[config.mk]
export PLATFORM = sky130hd
export DESIGN_NAME = hazard_controller_flat
export DESIGN_NICKNAME = d
export VERILOG_FILES = /design/src/rtl/hazard_pkg.sv /design/src/rtl/hazard_controller_if.sv /design/src/rtl/hazard_perf_counters.sv /design/src/rtl/hazard_controller.sv /design/src/flat_wrapper.sv
export SDC_FILE = /design/constraint.sdc
export NUM_CORES = 1
export LEC_CHECK = 0
export BUFFER_PORTS_ARGS = -buffer_cell sky130_fd_sc_hd__buf_2
export CORE_ASPECT_RATIO = 0.8
export CORE_MARGIN = 2
export CORE_UTILIZATION = 38
export DETAILED_ROUTE_END_ITERATION = 10
export GPL_TIMING_DRIVEN = 0
export MAX_ROUTING_LAYER = met4
export PLACE_DENSITY_LB_ADDON = 0.05
export SETUP_SLACK_MARGIN = 0.5
export SLEW_MARGIN = 20
export SYNTH_ARGS = -nofsm -noshare
export SYNTH_HDL_FRONTEND = slang
export SYNTH_SLANG_ARGS = --single-unit
[constraint.sdc]
create_clock -name clk -period 2.13 [get_ports clk]
set_input_delay 0 -clock clk [delete_from_list [all_inputs] [get_ports clk]]
set_output_delay 0 -clock clk [all_outputs]
set_load 0.02 [all_outputs]
[src/rtl/hazard_pkg.sv]
// -----------------------------------------------------------------------------
// hazard_pkg
// Shared types and constants for the pipeline hazard controller.
//   state_e   : controller FSM states (S_RUN, S_MUL)
//   action_e  : winning hazard action of the current cycle
//   FWD_*     : forward-select encodings shared with the forwarding unit
//   load_use_hit() : load-use dependency detector
// No ports (package).
// -----------------------------------------------------------------------------
package hazard_pkg;

  typedef enum logic [0:0] {
    S_RUN = 1'b0,
    S_MUL = 1'b1
  } state_e;

  typedef enum logic [2:0] {
    ACT_NONE    = 3'd0,
    ACT_LOADUSE = 3'd1,
    ACT_MUL     = 3'd2,
    ACT_BRANCH  = 3'd3,
    ACT_DMISS   = 3'd4
  } action_e;

  localparam logic [1:0] FWD_NONE  = 2'b00;
  localparam logic [1:0] FWD_MEMWB = 2'b01;
  localparam logic [1:0] FWD_EXMEM = 2'b10;

  // x0 is hardwired to zero, so a load targeting it can never create a dependency.
  function automatic logic load_use_hit(input logic       mem_read,
                                        input logic [4:0] rd,
                                        input logic [4:0] rs1,
                                        input logic [4:0] rs2);
    return mem_read && (rd != 5'd0) && ((rd == rs1) || (rd == rs2));
  endfunction

endpackage

[src/rtl/hazard_controller_if.sv]
// -----------------------------------------------------------------------------
// hazard_controller_if
// Bundles the hazard inputs from the pipeline and the stall/flush controls and
// performance counters returned by the hazard controller.
//   master : pipeline side (drives in_*, receives out_*)
//   slave  : hazard controller side (receives in_*, drives out_*)
// Parameter CNT_W : width of the performance counter outputs.
// -----------------------------------------------------------------------------
interface hazard_controller_if #(
  parameter int CNT_W = 32
);
  logic             in_IDEX_mem_read;
  logic [4:0]       in_IDEX_rd;
  logic [4:0]       in_IFID_rs1;
  logic [4:0]       in_IFID_rs2;
  logic             in_IDEX_is_mul;
  logic             in_EX_branch_taken;
  logic             in_dcache_stall;

  logic             out_stall_fetch;
  logic             out_stall_decode;
  logic             out_stall_execute;
  logic             out_stall_memory;
  logic             out_flush_decode;
  logic             out_flush_execute;
  logic             out_flush_memory;
  logic             out_flush_writeback;
  logic             out_mul_busy;
  logic [CNT_W-1:0] out_cnt_loaduse;
  logic [CNT_W-1:0] out_cnt_mul;
  logic [CNT_W-1:0] out_cnt_dmiss;
  logic [CNT_W-1:0] out_cnt_flush;

  modport master (
    output in_IDEX_mem_read, in_IDEX_rd, in_IFID_rs1, in_IFID_rs2,
           in_IDEX_is_mul, in_EX_branch_taken, in_dcache_stall,
    input  out_stall_fetch, out_stall_decode, out_stall_execute, out_stall_memory,
           out_flush_decode, out_flush_execute, out_flush_memory, out_flush_writeback,
           out_mul_busy, out_cnt_loaduse, out_cnt_mul, out_cnt_dmiss, out_cnt_flush
  );

  modport slave (
    input  in_IDEX_mem_read, in_IDEX_rd, in_IFID_rs1, in_IFID_rs2,
           in_IDEX_is_mul, in_EX_branch_taken, in_dcache_stall,
    output out_stall_fetch, out_stall_decode, out_stall_execute, out_stall_memory,
           out_flush_decode, out_flush_execute, out_flush_memory, out_flush_writeback,
           out_mul_busy, out_cnt_loaduse, out_cnt_mul, out_cnt_dmiss, out_cnt_flush
  );
endinterface

[src/rtl/hazard_perf_counters.sv]
// -----------------------------------------------------------------------------
// hazard_perf_counters
// Four free-running event counters, one per hazard action. Each increments in
// every cycle in which its action wins; counters wrap modulo 2^CNT_W.
// Ports:
//   clk           in   clock, rising edge
//   reset         in   asynchronous active-low reset (clears all counters)
//   act_i         in   winning action of the current cycle
//   cnt_loaduse_o out  load-use stall cycles
//   cnt_mul_o     out  MUL stall cycles
//   cnt_dmiss_o   out  D-cache miss stall cycles
//   cnt_flush_o   out  taken-branch flush cycles
// Instantiated by hazard_controller only when HAZARD_PERF_CNT_EN is defined.
// -----------------------------------------------------------------------------
module hazard_perf_counters
  import hazard_pkg::*;
#(
  parameter int CNT_W = 32
) (
  input  logic             clk,
  input  logic             reset,
  input  action_e          act_i,
  output logic [CNT_W-1:0] cnt_loaduse_o,
  output logic [CNT_W-1:0] cnt_mul_o,
  output logic [CNT_W-1:0] cnt_dmiss_o,
  output logic [CNT_W-1:0] cnt_flush_o
);

  logic [3:0]       hit;
  logic [CNT_W-1:0] cnt_q [4];

  assign hit = {act_i == ACT_BRANCH, act_i == ACT_DMISS, act_i == ACT_MUL, act_i == ACT_LOADUSE};

  for (genvar gi = 0; gi < 4; gi++) begin : g_cnt
    always_ff @(posedge clk or negedge reset) begin
      if (!reset) begin
        cnt_q[gi] <= '0;
      end else if (hit[gi]) begin
        cnt_q[gi] <= cnt_q[gi] + CNT_W'(1);
      end
    end
  end

  assign cnt_loaduse_o = cnt_q[0];
  assign cnt_mul_o     = cnt_q[1];
  assign cnt_dmiss_o   = cnt_q[2];
  assign cnt_flush_o   = cnt_q[3];

endmodule

[src/rtl/hazard_controller.sv]
// -----------------------------------------------------------------------------
// hazard_controller
// Central stall/flush sequencer for the 5-stage pipeline. Resolves the hazards
// forwarding cannot cover (D-cache miss, multi-cycle MUL, taken branch,
// load-use) and drives per-stage hold/bubble controls.
// Ports:
//   clk    in     clock, rising edge
//   reset  in     asynchronous active-low reset; all outputs 0 while low
//   hz     slave  hazard_controller_if: hazard inputs, stall/flush outputs,
//                 mul_busy and performance counters
// Parameters:
//   MUL_LATENCY  cycles a MUL occupies EX (>=1, 1 = no stall)
//   CNT_W        performance counter width
// Macro HAZARD_PERF_CNT_EN: when defined, instantiates hazard_perf_counters;
// otherwise the counter outputs are tied to 0.
// -----------------------------------------------------------------------------
module hazard_controller
  import hazard_pkg::*;
#(
  parameter int MUL_LATENCY = 4,
  parameter int CNT_W       = 32
) (
  input logic                clk,
  input logic                reset,
  hazard_controller_if.slave hz
);

  localparam int  MC_W       = $clog2(MUL_LATENCY) + 1;
  localparam bit  MUL_STALLS = (MUL_LATENCY > 1);
  // Entry cycle is the first stall, the final S_MUL cycle (count 0) releases.
  localparam int  MUL_INIT   = MUL_STALLS ? (MUL_LATENCY - 2) : 0;

  state_e           state_q, state_d;
  logic [MC_W-1:0]  mul_cnt_q, mul_cnt_d;
  action_e          act;

  always_ff @(posedge clk or negedge reset) begin
    if (!reset) begin
      state_q   <= S_RUN;
      mul_cnt_q <= '0;
    end else begin
      state_q   <= state_d;
      mul_cnt_q <= mul_cnt_d;
    end
  end

  // Next state and winning action, highest priority first.
  always_comb begin
    state_d   = state_q;
    mul_cnt_d = mul_cnt_q;
    act       = ACT_NONE;
    if (hz.in_dcache_stall) begin
      // Whole pipe frozen; FSM holds so a MUL or branch resumes afterwards.
      act = ACT_DMISS;
    end else if (state_q == S_MUL) begin
      if (mul_cnt_q != '0) begin
        act       = ACT_MUL;
        mul_cnt_d = mul_cnt_q - MC_W'(1);
      end else begin
        state_d = S_RUN;
      end
    end else if (hz.in_IDEX_is_mul && MUL_STALLS) begin
      act       = ACT_MUL;
      state_d   = S_MUL;
      mul_cnt_d = MC_W'(MUL_INIT);
    end else if (hz.in_EX_branch_taken) begin
      act = ACT_BRANCH;
    end else if (load_use_hit(hz.in_IDEX_mem_read, hz.in_IDEX_rd,
                              hz.in_IFID_rs1, hz.in_IFID_rs2)) begin
      act = ACT_LOADUSE;
    end
  end

  // Control decode; forced to 0 while reset is asserted.
  always_comb begin
    hz.out_stall_fetch     = 1'b0;
    hz.out_stall_decode    = 1'b0;
    hz.out_stall_execute   = 1'b0;
    hz.out_stall_memory    = 1'b0;
    hz.out_flush_decode    = 1'b0;
    hz.out_flush_execute   = 1'b0;
    hz.out_flush_memory    = 1'b0;
    hz.out_flush_writeback = 1'b0;
    hz.out_mul_busy        = 1'b0;
    if (reset) begin
      hz.out_mul_busy = (state_q == S_MUL);
      case (act)
        ACT_DMISS: begin
          hz.out_stall_fetch     = 1'b1;
          hz.out_stall_decode    = 1'b1;
          hz.out_stall_execute   = 1'b1;
          hz.out_stall_memory    = 1'b1;
          hz.out_flush_writeback = 1'b1;
        end
        ACT_MUL: begin
          // MUL stays in EX; a bubble goes downstream into EX/MEM.
          hz.out_stall_fetch   = 1'b1;
          hz.out_stall_decode  = 1'b1;
          hz.out_stall_execute = 1'b1;
          hz.out_flush_memory  = 1'b1;
        end
        ACT_BRANCH: begin
          hz.out_flush_decode  = 1'b1;
          hz.out_flush_execute = 1'b1;
        end
        ACT_LOADUSE: begin
          hz.out_stall_fetch   = 1'b1;
          hz.out_stall_decode  = 1'b1;
          hz.out_flush_execute = 1'b1;
        end
        default: ;
      endcase
    end
  end

`ifdef HAZARD_PERF_CNT_EN
  hazard_perf_counters #(
    .CNT_W(CNT_W)
  ) u_perf (
    .clk          (clk),
    .reset        (reset),
    .act_i        (act),
    .cnt_loaduse_o(hz.out_cnt_loaduse),
    .cnt_mul_o    (hz.out_cnt_mul),
    .cnt_dmiss_o  (hz.out_cnt_dmiss),
    .cnt_flush_o  (hz.out_cnt_flush)
  );
`else
  assign hz.out_cnt_loaduse = {CNT_W{1'b0}};
  assign hz.out_cnt_mul     = {CNT_W{1'b0}};
  assign hz.out_cnt_dmiss   = {CNT_W{1'b0}};
  assign hz.out_cnt_flush   = {CNT_W{1'b0}};
`endif

endmodule

[src/flat_wrapper.sv]
// flat-port wrapper written by rule: the top's interface ports become plain ports
module hazard_controller_flat import hazard_pkg::*;
#(
  parameter int MUL_LATENCY = 4,
  parameter int CNT_W       = 32
)
  (clk, reset, hz_in_IDEX_mem_read, hz_in_IDEX_rd, hz_in_IFID_rs1, hz_in_IFID_rs2, hz_in_IDEX_is_mul, hz_in_EX_branch_taken, hz_in_dcache_stall, hz_out_stall_fetch, hz_out_stall_decode, hz_out_stall_execute, hz_out_stall_memory, hz_out_flush_decode, hz_out_flush_execute, hz_out_flush_memory, hz_out_flush_writeback, hz_out_mul_busy, hz_out_cnt_loaduse, hz_out_cnt_mul, hz_out_cnt_dmiss, hz_out_cnt_flush);
  hazard_controller_if #(.CNT_W(CNT_W)) hz_i ();
  input logic clk;
  input logic reset;
  input wire logic [$bits(hz_i.in_IDEX_mem_read)-1:0] hz_in_IDEX_mem_read;
  input wire logic [$bits(hz_i.in_IDEX_rd)-1:0] hz_in_IDEX_rd;
  input wire logic [$bits(hz_i.in_IFID_rs1)-1:0] hz_in_IFID_rs1;
  input wire logic [$bits(hz_i.in_IFID_rs2)-1:0] hz_in_IFID_rs2;
  input wire logic [$bits(hz_i.in_IDEX_is_mul)-1:0] hz_in_IDEX_is_mul;
  input wire logic [$bits(hz_i.in_EX_branch_taken)-1:0] hz_in_EX_branch_taken;
  input wire logic [$bits(hz_i.in_dcache_stall)-1:0] hz_in_dcache_stall;
  output wire logic [$bits(hz_i.out_stall_fetch)-1:0] hz_out_stall_fetch;
  output wire logic [$bits(hz_i.out_stall_decode)-1:0] hz_out_stall_decode;
  output wire logic [$bits(hz_i.out_stall_execute)-1:0] hz_out_stall_execute;
  output wire logic [$bits(hz_i.out_stall_memory)-1:0] hz_out_stall_memory;
  output wire logic [$bits(hz_i.out_flush_decode)-1:0] hz_out_flush_decode;
  output wire logic [$bits(hz_i.out_flush_execute)-1:0] hz_out_flush_execute;
  output wire logic [$bits(hz_i.out_flush_memory)-1:0] hz_out_flush_memory;
  output wire logic [$bits(hz_i.out_flush_writeback)-1:0] hz_out_flush_writeback;
  output wire logic [$bits(hz_i.out_mul_busy)-1:0] hz_out_mul_busy;
  output wire logic [$bits(hz_i.out_cnt_loaduse)-1:0] hz_out_cnt_loaduse;
  output wire logic [$bits(hz_i.out_cnt_mul)-1:0] hz_out_cnt_mul;
  output wire logic [$bits(hz_i.out_cnt_dmiss)-1:0] hz_out_cnt_dmiss;
  output wire logic [$bits(hz_i.out_cnt_flush)-1:0] hz_out_cnt_flush;
  assign hz_i.in_IDEX_mem_read = hz_in_IDEX_mem_read;
  assign hz_i.in_IDEX_rd = hz_in_IDEX_rd;
  assign hz_i.in_IFID_rs1 = hz_in_IFID_rs1;
  assign hz_i.in_IFID_rs2 = hz_in_IFID_rs2;
  assign hz_i.in_IDEX_is_mul = hz_in_IDEX_is_mul;
  assign hz_i.in_EX_branch_taken = hz_in_EX_branch_taken;
  assign hz_i.in_dcache_stall = hz_in_dcache_stall;
  assign hz_out_stall_fetch = hz_i.out_stall_fetch;
  assign hz_out_stall_decode = hz_i.out_stall_decode;
  assign hz_out_stall_execute = hz_i.out_stall_execute;
  assign hz_out_stall_memory = hz_i.out_stall_memory;
  assign hz_out_flush_decode = hz_i.out_flush_decode;
  assign hz_out_flush_execute = hz_i.out_flush_execute;
  assign hz_out_flush_memory = hz_i.out_flush_memory;
  assign hz_out_flush_writeback = hz_i.out_flush_writeback;
  assign hz_out_mul_busy = hz_i.out_mul_busy;
  assign hz_out_cnt_loaduse = hz_i.out_cnt_loaduse;
  assign hz_out_cnt_mul = hz_i.out_cnt_mul;
  assign hz_out_cnt_dmiss = hz_i.out_cnt_dmiss;
  assign hz_out_cnt_flush = hz_i.out_cnt_flush;
  hazard_controller #(.MUL_LATENCY(MUL_LATENCY), .CNT_W(CNT_W)) u_core (.clk(clk), .reset(reset), .hz(hz_i));
endmodule
# ---- After elaboration in Yosys (flattened, before gate mapping)
# Index checks and enable logic that the tools add are counted.
dict set report word_totals {
  out_inout_bits 137
  word_cells 46
  reg_bits 4
}
dict set report op_classes {
  bitwise_logic 1
  n_reduce_logical 10
  n_eq_ne 7
  addsub 1
  muxes 25
}
# cell count
set ops {}
lappend ops {{$mux W3} 7}
lappend ops {{$mux W1} 17}
lappend ops {{$eq A5 B5 Y1} 2}
lappend ops {{$eq A3 B2 Y1 const B} 2}
lappend ops {{$reduce_bool A5 Y1} 1}
lappend ops {{$reduce_or A2 Y1} 2}
lappend ops {{$eq A3 B1 Y1 const B} 1}
lappend ops {{$eq A3 B3 Y1 const B} 1}
lappend ops {{$reduce_and A3 Y1} 1}
lappend ops {{$reduce_bool A3 Y1} 1}
lappend ops {{$reduce_or A3 Y1} 1}
lappend ops {{$sub A3 B1 Y3 const B} 1}
lappend ops {{$logic_and A1 B1 Y1} 2}
lappend ops {{$mux W2} 1}
lappend ops {{$ne A2 B2 Y1 const B} 1}
lappend ops {{$reduce_bool A2 Y1} 1}
lappend ops {{$logic_or A1 B1 Y1} 1}
lappend ops {{$not A1 Y1} 1}

# ---- Logic depth before layout (Yosys ltp)
# Gate-level depths: netlist of the first run.
dict set report logic_depth {
  word_depth 12
  mapped_depth 6
  mapped_depth_nobuf 5
}

# ---- Worst setup path after synthesis of the first run
# No wires, ideal clock.
dict set report synth_timing {
  path_type {reg-to-output}
  startpoint {reg u_core.mul_cnt_q[0]}
  endpoint {out hz_out_stall_fetch}
  required_time_ps 2130
  path_buffers 1
  stages_incl_launch_ff 7
  setup_slack_ps 469
  arrival_time_ps 1661
  path_cell_list {dfrtp_1 -> inv_1 -> ha_1 -> a31oi_1 -> o2111ai_2 -> o21ai_1 -> buf_4}
}
dict set report synth_via {
  elab_chain_len 8
}
# element line_no
set synth_lines {}
lappend synth_lines {{start, declared} hazard_controller.sv:34} ;# logic [MC_W-1:0] mul_cnt_q, mul_cnt_d;
lappend synth_lines {{start signal, assigned} hazard_controller.sv:43} ;# mul_cnt_q <= mul_cnt_d;
lappend synth_lines {{$reduce_bool A3 Y1 (*)} hazard_controller.sv:56} ;# if (mul_cnt_q != '0) begin
lappend synth_lines {{$mux W2 (*)} hazard_controller.sv:56}
lappend synth_lines {{$mux W3 (*)} hazard_controller.sv:55} ;# end else if (state_q == S_MUL) begin
lappend synth_lines {{$mux W3 (*)} hazard_controller.sv:52} ;# if (hz.in_dcache_stall) begin
lappend synth_lines {{$eq A3 B1 Y1 (tied with other cells)} -}
lappend synth_lines {{$reduce_or A3 Y1 (no line) (*)} -}
lappend synth_lines {{$mux W1 (*) (2 in a row)} -}
lappend synth_lines {{end, declared} flat_wrapper.sv:18} ;# output wire logic [$bits(hz_i.out_stall_fetch)-1:0] hz_out_stall_fetch;
# Every way passes the cells marked *; elsewhere a longest branch is shown, timed or not.

# ---- Worst setup path in the final report of the first run
dict set report layout_timing {
  startpoint {reg u_core.state_q}
  endpoint {out hz_out_stall_fetch}
}
dict set report layout_via {
  elab_chain_len 6
}
# element line_no
set layout_lines {}
lappend layout_lines {{start, declared} hazard_controller.sv:33} ;# state_e state_q, state_d;
lappend layout_lines {{start signal, assigned} hazard_controller.sv:42} ;# state_q <= state_d;
lappend layout_lines {{$mux W3 (*)} hazard_controller.sv:55}
lappend layout_lines {{$mux W3 (*)} hazard_controller.sv:52}
lappend layout_lines {{$eq A3 B1 Y1 (tied with other cells)} hazard_controller.sv:87} ;# case (act)
lappend layout_lines {{$reduce_or A3 Y1 (no line) (*)} -}
lappend layout_lines {{$mux W1 (*)} hazard_controller.sv:87}
lappend layout_lines {{$mux W1 (*)} hazard_controller.sv:85} ;# if (reset) begin
# Marked as above.

==> results of run 1 <==
## cells by family after synthesis
family	count (synthesis)
buffers and inverters	136
AND/OR/NAND/NOR	18
AO/OA/AOI/OAI	13
XOR/XNOR	10
flip-flops	4
adder cells (fa/ha/maj)	2
other	1
## cell usage in the layout (no fill, tap or decap), drive strengths merged
cell and count:
o211ai 1, nand2b 1, dfrtp 4, a22oi 1, clkbuf 4, o21ai 3, nor2b 2, o22ai 1
a311oi 1, or4 1, and2 4, xor2 10, conb 128, nand3 1, nor2 6, inv 5
a21oi 2, nor3 2, ha 2, nor4b 1, dlygate4sd3 1, buf 161, o21bai 1, o2111ai 1
a31oi 2
## sequential cells by signal, indices dropped and copies added (netlist names)
signal,flops
u_core.state_q,1
u_core.mul_cnt_q,3
## how the worst min path moves through the flow
stage	cells after the start	to	slack, ps	start
after detailed placement	1	u_core.state_q	-150	reset
after global routing	3	u_core.state_q	100	hz_in_IDEX_is_mul
after CTS	3	u_core.state_q	70	hz_in_IDEX_is_mul
final	3	u_core.state_q	90	hz_in_IDEX_is_mul
after floorplan	0	u_core.mul_cnt_q[0]	-300	reset
after global placement	1	u_core.state_q	-160	reset
## routing by layer
metal | share of wire | wire length [um]
met2 | 0.52 | 1403
met5 | 0 | 0
met3 | 0.16 | 434
met4 | 0 | 0
met1 | 0.32 | 881
## tightest hold or removal path, delay by kind of cell
family | cells | cell delay (ps)
simple gates | 1 | 70
compound gates | 1 | 60
buf+inv | 1 | 130
## through the flow
step / cells / cell area [um2] / utilization
6_report: 388 / 2210 / 0.6323
5_1_grt: 388 / 2210 / 0.6323
4_1_cts: 388 / 2173 / 0.6219
3_5_place_dp: 382 / 2092 / 0.5986
3_3_place_gp: 382 / 2092 / 0.5986
2_1_floorplan: 311 / 1894 / -
## report_power, final
group	internal, mW	total, mW	switching [mW]
sequential	0.105	0.118	0.0131
combinational	0.277	0.657	0.380
clock	0.121	0.161	0.0405
total	0.502	0.936	0.434
## area by class of cell
cell class / instances / area share
well taps: 42 / 0.02378
inverters: 5 / 0.008494
multi-input cells: 171 / 0.3788
flip-flops and latches: 4 / 0.04530
clock buffers: 3 / 0.01869
repair buffers: 32 / 0.08097
plain buffers: 131 / 0.4439
## what timing repair did
item / CTS / global route
gates cloned: 0 / 0
endpoints found under the hold margin: 4 / 0
buffers inserted: 2 / 0
pin swaps: 2 / 2
setup endpoints to repair: 3 / 5
resized for setup: 3 / 9
hold buffers: 1 / 0
## cell usage after synthesis
master | n | share of area
sky130_fd_sc_hd__o21ai_1 | 1 | 0.0035
sky130_fd_sc_hd__a31oi_1 | 2 | 0.0088
sky130_fd_sc_hd__clkbuf_2 | 1 | 0.0035
sky130_fd_sc_hd__nor3_1 | 2 | 0.0071
sky130_fd_sc_hd__nand2b_1 | 1 | 0.0044
sky130_fd_sc_hd__o211ai_1 | 1 | 0.0053
sky130_fd_sc_hd__nand3_1 | 1 | 0.0035
sky130_fd_sc_hd__ha_1 | 2 | 0.018
sky130_fd_sc_hd__o21bai_1 | 1 | 0.0053
sky130_fd_sc_hd__inv_1 | 5 | 0.013
sky130_fd_sc_hd__nor2b_1 | 2 | 0.0088
sky130_fd_sc_hd__o2111ai_2 | 1 | 0.011
sky130_fd_sc_hd__conb_1 | 1 | 0.0027
sky130_fd_sc_hd__a21oi_1 | 2 | 0.0071
sky130_fd_sc_hd__and2_1 | 4 | 0.018
sky130_fd_sc_hd__xor2_1 | 10 | 0.062
sky130_fd_sc_hd__or4_4 | 1 | 0.0080
sky130_fd_sc_hd__o21ai_0 | 2 | 0.0071
sky130_fd_sc_hd__a22oi_1 | 1 | 0.0053
sky130_fd_sc_hd__a311oi_2 | 1 | 0.011
sky130_fd_sc_hd__buf_4 | 130 | 0.69
sky130_fd_sc_hd__nor4b_1 | 1 | 0.0062
sky130_fd_sc_hd__o22ai_1 | 1 | 0.0044
sky130_fd_sc_hd__nor2_1 | 6 | 0.016
sky130_fd_sc_hd__dfrtp_1 | 4 | 0.071
==> summary.md, run 1 <==
Clocking
• 1 — # H-tree levels
• 30 ps — Clk pin slew, worst setup/hold paths
• yes — clock tree from TritonCTS
• sky130_fd_sc_hd__clkbuf_8 — cell chosen for the clock root
• 4 — total clock sinks
• 3 — number of CTS-inserted buffers
• 2 — number of buffers on the longest clock path
• 220 ps — latest clock arrival within the worst-skew pair

Global routing
• 0.1096 — total global routing track utilization
• 0 — initial antenna violation count
• 0.03596 — grt met3 use
• 800 — via count of the first global-routing pass
• 3.560 mm — first-pass GRT wire length
• met2 — layer with the highest usage
• 11 — maximum number of pins on one net before global-route repair
• 0.1161 — met1 Track Usage GR
• 0 — GRT Residual Overflow
• 0.1992 — GRT met2 Usage

Power
• 0.3059 mV — VDD IR max
• 1.479 nW — Leak Pwr
• 423.4 nW/um2 — pwr/cell area
• 935.6 uW — total power after layout

Setup path
• 6 — Worst R2R Path Depth
• u_core.mul_cnt_q[1] — r2r endpoint
• hz_out_stall_fetch — Worst Setup EP
• 820 ps — worst reg-to-reg setup slack
• u_core.state_q — Critical path origin
• 7 — CP Depth
• reg -> out — start-to-end type of the worst setup path
• 2130 ps — Critical Path RT
• clkbuf_2 > nor2_1 > a311oi_2 > o21ai_1 > o21ai_2 > buf_4 > buf_6 — cells traversed along the worst timing path
• 340 ps — CP peak stage delay
• 8 — crit-path max FO
• u_core.state_q — Crit Reg-Reg Startpoint
• flop — Critical Path Start Type
• 1540 ps — worst path arrival time
• sky130_fd_sc_hd__dfrtp_1 — master of the slowest instance on the critical path
• output pin — Setup crit end kind
• 3 — crit path buf inv count
• buffers and inverters — largest delay contributor family on the critical path

Logic synthesis
• 0.01770 — adder and majority cell fraction of the synthesized area
• 25 — number of different library cells in the post-synthesis netlist
• 0.06195 — post-synthesis share of cell area spent on xor and xnor gates
• 0 — synth warn
• 7.684 um2 — average footprint of a synthesized cell
• 1414 um2 — area of the mapped netlist
• 0.06814 — complex-gate fraction of the synthesized area
• 184 — Synth Instances
• 0.07168 — simple logic cell fraction of the synthesized area
• 0 — multiplexer fraction of the synthesized cell area
• 0.07080 — Seq/Total Area, Yosys
• 4 — synthesis-stage register bit count
• buffers and inverters — combinational family with the most area after synthesis

Final layout
• 0 — Antenna diodes
• 837.1 um2 — area occupied by multi-input gates
• 100.1 um2 — flip-flop and latch area
• 0.5029 — share of post-route cells with drive strength above 1
• 56.28% — Area growth, synth to finish
• 339 — fill cell count
• 371 — nets

STA
• 0 — number of endpoints failing setup at the final stage
• 0 — final hold violation count
• 648.0 MHz — Max Clock Freq
• 1543 ps — min Tclk post-route
• 586.8 ps — final worst setup slack
• true — RSZ-0062 raised after global routing
• 0 ps — Sum Neg Setup Slack
• 0 — number of pins exceeding their max-slew limit in the final report
• 0.7245 — Final Cycle Share
• 94.74 ps — Hold Worst Slack
• 2.722 ps — clock skew

Route
• 1,130 — number of vias after detailed routing
• 2.719 mm — WL final
• 3 — drt first pass iters
• 0 — ANT nets after route
• 0 — DRC Markers
• 7.008 um — wire per inst
• 12 — starting DRC count in detailed routing
• 2.912 — number of vias per cell after detailed routing

Place
• 0.7179 — global placement routability congestion
• 29 — Port Buffer Count
• 2.550 mm — dpl hpwl
• 456.7 ps — Worst Setup Slack post-DPL

Run
• 0 — max-cap violation count

Run status
• complete, no violations — status

Floorplan
• 19 — floorplan row count
• 58.56 um — die height
• 158 — Top Ports
• 0.4046 — Initial Utilization
• 3495 um2 — Floorplan Core Area
• 72.20 um — die outline width
• 4228 um2 — die area

Min path
• in -> reg — Worst Hold Class

Note: power is estimated with default switching activity, not from simulation.
==> run 2: changes to the inputs <==
Settings changed: CORE_UTILIZATION 38 to 31.
Clock period 2.13 ns to 1.4 ns, I/O delays scaled along.
==> summary.md, run 2 (synthesized netlist as in run 1, its figures left out) <==
Final layout
• 0.5271 — share of post-route cells with drive strength above 1, +0.02418
• 376 — nets, +1.3%
• u_core.mul_cnt_q: 3 flops, u_core.state_q: 1 flops — largest registers
• sky130_fd_sc_hd__buf_4 (137), sky130_fd_sc_hd__conb_1 (128), sky130_fd_sc_hd__buf_2 (22) — commonest cells after routing, fill and taps aside
• 408 — count of non-filler cells in the finished layout, +5.2%
• 0.5504 — final core utilization, -0.08190
• 2357 um2 — summed area of non-filler cells in the final layout, +6.7%
• 66.73% — Area growth, synth to finish
• 3 — max FFs per register, unchanged
• 0 — Antenna diodes, unchanged
• sky130_fd_sc_hd__buf_4 — most common cell after layout, fill and taps aside
• u_core.mul_cnt_q — Reg with most FFs

Floorplan
• 21 — floorplan row count, +2
• 79.51 um — die outline width, +10%
• 158 — Top Ports, unchanged
• 0.3301 — Initial Utilization, -0.07446
• 4283 um2 — Floorplan Core Area, +23%
• 64.41 um — die height, +10%
• 5121 um2 — die area, +21%

Power
• 692.3 uW — switching power, +60%
• 849.5 uW — internal power component, +69%
• 654.0 nW/um2 — pwr/cell area, +54%
• 0.156 — clock share of power, -0.016
• 0.727 — portion of total power attributed to combinational logic, +0.025
• 1.542 mW — total power after layout, +65%
• 0.117 — sequential cell fraction of total power, -0.009
• 0.3294 mV — VDD IR max, +7.7%
• 1.527 nW — Leak Pwr, +3.2%
• 0.4490 — switching fraction of total power, -0.01436

Global routing
• 0 — GRT Residual Overflow, unchanged
• 4.195 mm — first-pass GRT wire length, +18%
• 0.1038 — total global routing track utilization, -0.005828
• 0.1100 — met1 Track Usage GR, -0.006079
• 996 — via count of the first global-routing pass, +25%
• 0.1870 — GRT met2 Usage, -0.01224
• 0.02825 — grt met3 use, -0.007710
• 0 — initial antenna violation count, unchanged
• 8 — maximum number of pins on one net before global-route repair, -3
• met2 — layer with the highest usage

STA
• 4 — number of endpoints failing setup at the final stage, +4
• 0 — final hold violation count, unchanged
• true — RSZ-0062 raised after global routing
• 0 — number of pins exceeding their max-slew limit in the final report, unchanged
• -94.08 ps — final worst setup slack, -680.9 ps
• 1494 ps — min Tclk post-route
• 669.3 MHz — Max Clock Freq
• -267.2 ps — Sum Neg Setup Slack, -267.2 ps
• 1.067 — Final Cycle Share
• 2.063 ps — clock skew, -0.6588 ps
• 92.92 ps — Hold Worst Slack, -1.823 ps

Run status
• finished with violations — status
• negative setup slack — violations in the final reports

Route
• 0 — ANT nets after route, unchanged
• 2.909 — number of vias per cell after detailed routing, -0.10%
• 6.838 um — wire per inst, -2.4%
• 35 — starting DRC count in detailed routing, +23
• 1,187 — number of vias after detailed routing, +5.0%
• 0 — DRC Markers, unchanged
• 2.790 mm — WL final, +2.6%
• 3 — drt first pass iters, unchanged

Clocking
• 220 ps — latest clock arrival within the worst-skew pair, about the same
• 3 — number of CTS-inserted buffers, unchanged
• 2 — number of buffers on the longest clock path, unchanged
• 4 — total clock sinks, unchanged
• sky130_fd_sc_hd__clkbuf_8 — cell chosen for the clock root
• yes — clock tree from TritonCTS
• 1 — # H-tree levels, unchanged
• 30 ps — Clk pin slew, worst setup/hold paths, about the same

Place
• -82.79 ps — Worst Setup Slack post-DPL, -539.5 ps
• 2.553 mm — dpl hpwl, about the same
• 0.7233 — global placement routability congestion, +0.75%
• 397 — number of placed instances with taps included, +3.9%
• 2166 um2 — Post-DP Area, +3.5%
• 29 — Port Buffer Count, unchanged

Min path
• in -> reg — Worst Hold Class
• hz_in_IDEX_is_mul — HP Start

Setup path
• 1490 ps — worst path arrival time, -50 ps
• reg -> out — start-to-end type of the worst setup path
• 10 ps — worst reg-to-reg setup slack, -810 ps
• u_core.state_q — Crit Reg-Reg Startpoint
• 6 — Worst R2R Path Depth, unchanged
• hz_out_stall_fetch — Worst Setup EP
• output pin — Setup crit end kind
• u_core.mul_cnt_q[0] — Critical path origin
• u_core.mul_cnt_q[1] — r2r endpoint
• flop — Critical Path Start Type
• 1400 ps — Critical Path RT, -730 ps
• 4 — crit-path max FO, -4

Run
• 0 — max-cap violation count, unchanged

## run 2: how the worst min path moves through the flow
stage	end	slack [ps]	depth (start not counted)
finish	u_core.state_q	90	3
global route	u_core.state_q	120	3
CTS	u_core.state_q	80	3
detailed placement	u_core.mul_cnt_q[2]	-150	1
global placement	u_core.state_q	-150	1
floorplan	u_core.mul_cnt_q[0]	-300	0
## run 2: layout make-up
| cell class | count | area (um2) |
|---|---|---|
| timing repair buffer | 37 | 247.7 |
| sequential | 4 | 100.1 |
| tap | 57 | 71.32 |
| clock buffer | 3 | 41.29 |
| inverter | 5 | 18.77 |
| buffer | 131 | 993.5 |
| fill | 439 | 1926 |
| multi-input combinational | 171 | 884.6 |
## run 2: worst max-delay path, cell delays in order (launching register included)
cell                        delay [ps]
sky130_fd_sc_hd__dfrtp_1           330
sky130_fd_sc_hd__inv_2              60
sky130_fd_sc_hd__ha_4              180
sky130_fd_sc_hd__a31oi_4           160
sky130_fd_sc_hd__o2111ai_4         150
sky130_fd_sc_hd__o21ai_4           180
sky130_fd_sc_hd__buf_6             110
sky130_fd_sc_hd__buf_6             100
## run 2: repair_timing
item,in CTS,in global routing
setup buffers,5,2
setup endpoints to repair,11,11
hold buffers,1,0
gates resized for setup,20,2
pin swaps,8,8
hold endpoints to repair,4,0
## run 2: power groups by stage
stage                     clock network [mW]  registers (mW)  logic (mW)
final                                  0.240           0.181        1.12
after global routing                   0.258           0.186        1.22
after CTS                              0.248           0.180        1.06
after detailed placement                   0           0.182       0.959
after global placement                     0           0.181       0.952
after floorplan                            0           0.179       0.858
## run 2: routing by layer
layer | part of all wire | routed length, um | vias to the layer above
li1 | - | - | 655
met1 | 0.33 | 926 | 444
met2 | 0.50 | 1408 | 84
met3 | 0.15 | 411 | 4
met4 | 0.016 | 44 | 0
met5 | 0 | 0 | -
